[config.mk]
export PLATFORM = sky130hd
export DESIGN_NAME = clk_div_ctrl
export DESIGN_NICKNAME = d
export VERILOG_FILES = /design/src/rtl/clk_div_ctrl.sv
export SDC_FILE = /design/constraint.sdc
export NUM_CORES = 1
export LEC_CHECK = 0
export CORE_MARGIN = 2
export CORE_UTILIZATION = 46
export CTS_CLUSTER_SIZE = 8
export DETAILED_ROUTE_END_ITERATION = 10
export PLACE_DENSITY = 0.8
export SLEW_MARGIN = 20
export SYNTH_ARGS = -nofsm -noshare
export SYNTH_HDL_FRONTEND = slang
export SYNTH_SLANG_ARGS = --single-unit
[constraint.sdc]
create_clock -name clk -period 2.9 [get_ports clk]
set_input_delay 0.725 -clock clk [delete_from_list [all_inputs] [get_ports clk]]
set_output_delay 0.725 -clock clk [all_outputs]
set_load 0.02 [all_outputs]
[src/rtl/clk_div_ctrl.sv]
// Programmable clock divider (R = cur_div+1, 2..16) with a req/ack ratio-change handshake.
// Define CLK_DIV_CTRL_ODD_EN to also accept odd ratios (high phase one cycle longer).
module clk_div_ctrl (
  input  logic       clk,
  input  logic       reset,
  input  logic       en,
  input  logic       req,
  input  logic [3:0] div_in,
  output logic       ack,
  output logic       err,
  output logic       busy,
  output logic [3:0] cur_div,
  output logic       clk_out,
  output logic       tick
);

  typedef enum logic [1:0] {IDLE, RUN, DRAIN} state_t;

  state_t     state, state_n;
  logic [3:0] cnt, cnt_n;
  logic [3:0] cur_div_n;
  logic [3:0] pend_div, pend_div_n;
  logic       pend, pend_n;
  logic       armed, armed_n;
  logic       ack_n, err_n, clk_out_n, tick_n;
  logic       boundary, sample, div_ok;
  logic [4:0] hi_n;

  // last cycle of the current period
  assign boundary = (state != IDLE) && (cnt == cur_div);
  // a held req is ignored until it has dropped once (armed)
  assign sample   = req && armed && !pend;

`ifdef CLK_DIV_CTRL_ODD_EN
  assign div_ok = (div_in != 4'd0);
`else
  assign div_ok = div_in[0];
`endif

  always_ff @(posedge clk or posedge reset) begin
    if (reset) state <= IDLE;
    else       state <= state_n;
  end

  always_comb begin
    state_n = state;
    case (state)
      IDLE:    if (en) state_n = RUN;
      RUN:     if (!en) state_n = boundary ? IDLE : DRAIN;
      DRAIN:   if (en) state_n = RUN;
               else if (boundary) state_n = IDLE;
      default: state_n = IDLE;
    endcase
  end

  always_comb begin
    cnt_n      = 4'd0;
    cur_div_n  = cur_div;
    pend_n     = pend;
    pend_div_n = pend_div;
    ack_n      = 1'b0;
    err_n      = 1'b0;
    armed_n    = armed;
    if (!req) armed_n = 1'b1;
    if (state != IDLE && !boundary) cnt_n = cnt + 4'd1;
    // a pending ratio lands on the cycle after a boundary (or at once if stopped)
    if (pend && (boundary || state == IDLE)) begin
      cur_div_n = pend_div;
      pend_n    = 1'b0;
      ack_n     = 1'b1;
    end
    if (sample) begin
      armed_n = 1'b0;
      if (!div_ok) begin
        err_n = 1'b1;
      end else if (state == IDLE) begin
        cur_div_n = div_in;
        ack_n     = 1'b1;
      end else begin
        pend_n     = 1'b1;
        pend_div_n = div_in;
      end
    end
    hi_n      = ({1'b0, cur_div_n} + 5'd2) >> 1;
    clk_out_n = (state_n != IDLE) && ({1'b0, cnt_n} < hi_n);
    tick_n    = (state_n == RUN) && (cnt_n == 4'd0);
  end

  always_ff @(posedge clk or posedge reset) begin
    if (reset) begin
      cnt      <= 4'd0;
      cur_div  <= 4'd1;
      pend     <= 1'b0;
      pend_div <= 4'd0;
      armed    <= 1'b1;
      ack      <= 1'b0;
      err      <= 1'b0;
      clk_out  <= 1'b0;
      tick     <= 1'b0;
    end else begin
      cnt      <= cnt_n;
      cur_div  <= cur_div_n;
      pend     <= pend_n;
      pend_div <= pend_div_n;
      armed    <= armed_n;
      ack      <= ack_n;
      err      <= err_n;
      clk_out  <= clk_out_n;
      tick     <= tick_n;
    end
  end

  assign busy = pend;

endmodule

==> metrics <==
Placed Cells=137; number of setup violations in the final report=1; number of clock sinks seen by CTS=20; Least-Margin Pin Slew=around 0.75 ns; final global-route overflow total=0; data arrival time of the critical path=3.18 ns; ant diodes=0; number of standard cells after synthesis=87; class of the tightest hold or removal check=flip-flop to flip-flop; sequential group share of total power=31.1%; Top-Level Pins=17; vias after detailed routing=862; maximum frequency from static timing analysis=around 340 MHz; switching power share of the total=41.6%; multiplexer share of the synthesized area=4.27%; violations in the final reports=setup timing; sum of net half-perimeters after detailed placement=1570 um; setup repair after global routing missed its margin=true; start of the worst register-to-register path=cnt[2]; adder-cell share of the synthesized area=under 10%; Iter 0 DRT Violations=19; number of global-route vias before repair=just over 800; length in cells of the worst reg-to-reg path=11; Routed WL per cell=15.1 um; post-synthesis cell area=approximately 1000 um^2; Net Count, Synth=100; height of the chip=slightly above 50 um; starting density of the core=47.7%; antenna violations before repair=0; endpoint of the worst-slack reg-to-reg timing path=clk_out; clock latency at the later pin of the worst-skew pair=0.31 ns; number of pins exceeding their max-slew limit in the final report=0; fill cell count=153; Compound-Gate Fraction of Synth Area=17.9%; wire length of the first global-routing pass=3620 um; Switch Pwr=0.651 mW; Slew HR=50.1%; worst-case register-to-register setup slack=-0.03 ns; Hold Fails Final Rpt=0; worst slack at placement=-0.516 ns; overall die area=2620 um^2; CTS hold repair buffers=0; total of warnings raised by yosys=0; Non-Filler Instances=around 150; final cycle utilization of the critical path=101%; synthesized-area fraction occupied by and/or/nand/nor cells=14.4%; WP data required=approximately 3.2 ns; growth of design area from synthesis to finish=43.2%; result of the run=complete, but fails checks; proportion of power drawn by the clock network=9.1%; sequential share of the synthesized area=49.1%; routing usage on met2=29.2%; leading register cell type out of synthesis=sky130_fd_sc_hd__dfrtp_1; internal power component=0.915 mW; setup_tns=-0.0292 ns; most used routing layer in global routing=met2; CTS H-tree depth=1; Hold Path Cell Cnt=2; number of remaining DRC errors=0; die extent in x=around 51 um; synth unique cells=36; largest family of logic cells by synthesized area=compound AO/OA/AOI/OAI gates; ratio of cells with drive above 1 in the final layout=36.8%; crit path setup slack, layout=-0.0292 ns; area of the core=approximately 2100 um^2; pin count of the biggest net entering global routing=21; TritonCTS clock tree=done; fraction of met1 tracks used by global routing=25.5%; GRT Util Overall=19.1%; share of the synthesized netlist area taken by xor and xnor gates=roughly 6.7%; CP max FO=4; Initial DRT Pass Iterations=4; Worst Setup Path Type=flip-flop to flip-flop; power per unit of standard cell area=approximately 1100 nW/um^2; start point of the worst min-delay path=armed; number of antenna-violating nets in the routed design=0; total design power=1.57 mW; share of power burned in combinational logic=59.8%; worst-case clock buffer depth=2; Critical path origin=cnt[2]; total CTS buffers=3; total wirelength of the detailed-routed design=approximately 2300 um; async set-or-reset flop fraction in the synthesized netlist=100%; critical path launch point type=flip-flop; CP endpoint kind=flip-flop; Rows=17; maximum resistive drop on vdd=0.000667 V; number of enable flip-flop cells after synthesis=0; clock input transition at the sequential cells of the worst setup and hold paths=0.11 ns; mean instance size in the synthesized netlist=about 12 um^2; CTS root buf=sky130_fd_sc_hd__clkbuf_4; count of port buffers added during placement=16; mean number of vias per cell=5.63; max cap viols=0; final weighted congestion in routability-driven placement=0.832; met3 global-route usage=1.46%; post-synthesis register bit count=20; static power due to leakage=0.656 nW; worst hold margin=0.483 ns; Final Net Count=139; fin crit period=2.93 ns; hold path endpoint=armed; Max Clock Skew=roughly 0.0086 ns
-- layout make-up --
class,count,area (um^2),share of cell area [%]
timing repair buffer,35,300,20.5
multi-input combinational,63,588,40.1
clock buffer,4,26.3,1.79
inverter,3,11.3,0.767
tap,28,35.0,2.39
sequential,20,507,34.5
-- sequential cells by signal, indices dropped and copies added, names as in the netlist --
name      count
cnt           4
cur_div       4
pend_div      4
state         2
ack           1
armed         1
busy          1
clk_out       1
err           1
tick          1
-- stage by stage --
stage / instance area (um^2) / utilization, %
after floorplan: 1060 / -
after detailed placement: 1300 / 60.5
after CTS: 1420 / 66.1
after global routing: 1470 / 68.3
after global placement: 1300 / 60.5
final: 1470 / 68.3
-- Yosys cell counts, drive strengths merged (3+ instances only) --
master | n | share of area, %
nor2 | 8 | 2.9
dfrtp | 18 | 44
o21ai | 4 | 2.3
mux2 | 3 | 3.3
nand2 | 5 | 1.8
xor2 | 5 | 4.3
a211o | 4 | 3.4
inv | 3 | 1.1
a32o | 3 | 2.9
ha | 5 | 6.1
-- cells in the final DEF, fill, tap and decap left out, types with 2 or more instances in the layout --
cell and count:
sky130_fd_sc_hd__clkdlybuf4s50_1 14, sky130_fd_sc_hd__nor2_1 7, sky130_fd_sc_hd__xor2_2 3, sky130_fd_sc_hd__ha_2 2, sky130_fd_sc_hd__a211o_1 4, sky130_fd_sc_hd__a32o_1 3, sky130_fd_sc_hd__and3_1 2, sky130_fd_sc_hd__dlygate4sd2_1 2
sky130_fd_sc_hd__dfrtp_2 3, sky130_fd_sc_hd__ha_1 2, sky130_fd_sc_hd__dfstp_2 2, sky130_fd_sc_hd__mux2_2 3, sky130_fd_sc_hd__buf_4 19, sky130_fd_sc_hd__a21boi_0 2, sky130_fd_sc_hd__nand2_1 5, sky130_fd_sc_hd__clkbuf_4 3
sky130_fd_sc_hd__inv_1 3, sky130_fd_sc_hd__dfrtp_1 15, sky130_fd_sc_hd__or2_2 2, sky130_fd_sc_hd__o21ai_1 2
-- per-layer routing --
metal / up-vias / wire length [um]
li1: 402 / -
met2: 27 / 1140
met5: - / 0
met3: 4 / 67
met4: 0 / 61
met1: 429 / 1040
-- cells by family (layout without fill, tap and decap cells) --
| kind of cell | count (synthesis) | after routing |
|---|---|---|
| AOI/OAI and AO/OA | 20 | 20 |
| xor gates and xnor gates | 7 | 7 |
| adders and majority gates | 5 | 5 |
| buffers and inverters | 4 | 42 |
| DFF | 20 | 20 |
| muxes | 4 | 4 |
| and+or+nand+nor | 27 | 27 |
-- worst max-delay path: stages (launching register included) --
cell and delay [ns]:
sky130_fd_sc_hd__dfrtp_2 0.46, sky130_fd_sc_hd__xor2_4 0.22, sky130_fd_sc_hd__o41ai_4 0.39, sky130_fd_sc_hd__o21ai_2 0.12, sky130_fd_sc_hd__buf_4 0.15, sky130_fd_sc_hd__a211o_1 0.37, sky130_fd_sc_hd__nand3_2 0.12, sky130_fd_sc_hd__ha_4 0.20
sky130_fd_sc_hd__a221oi_2 0.24, sky130_fd_sc_hd__o21ai_1 0.13, sky130_fd_sc_hd__or3_1 0.32, sky130_fd_sc_hd__o21ai_1 0.12
-- power by group through the flow --
stage / clock network, mW / registers (mW) / logic, mW
finish: 0.142 / 0.487 / 0.936
floorplan: 0 / 0.539 / 0.467
global route: 0.154 / 0.500 / 1.01
detailed placement: 0 / 0.493 / 0.767
global placement: 0 / 0.490 / 0.741
CTS: 0.142 / 0.489 / 0.882
-- what timing repair did --
| item | in CTS | in global routing |
|---|---|---|
| setup buffers | 8 | 4 |
| gates resized for setup | 9 | 2 |
| endpoints found under the setup margin | 1 | 1 |
| pin swaps | 10 | 8 |
-- worst max-delay path by stage --
stage / slack [ns] / end / depth (start not counted)
floorplan: 0.03 / clk_out / 11
global placement: -0.41 / clk_out / 13
detailed placement: -0.52 / clk_out / 13
CTS: -0.02 / clk_out / 11
global route: -0.10 / clk_out / 11
finish: -0.03 / clk_out / 11
No activity file was read; power rests on OpenSTA's default activity.
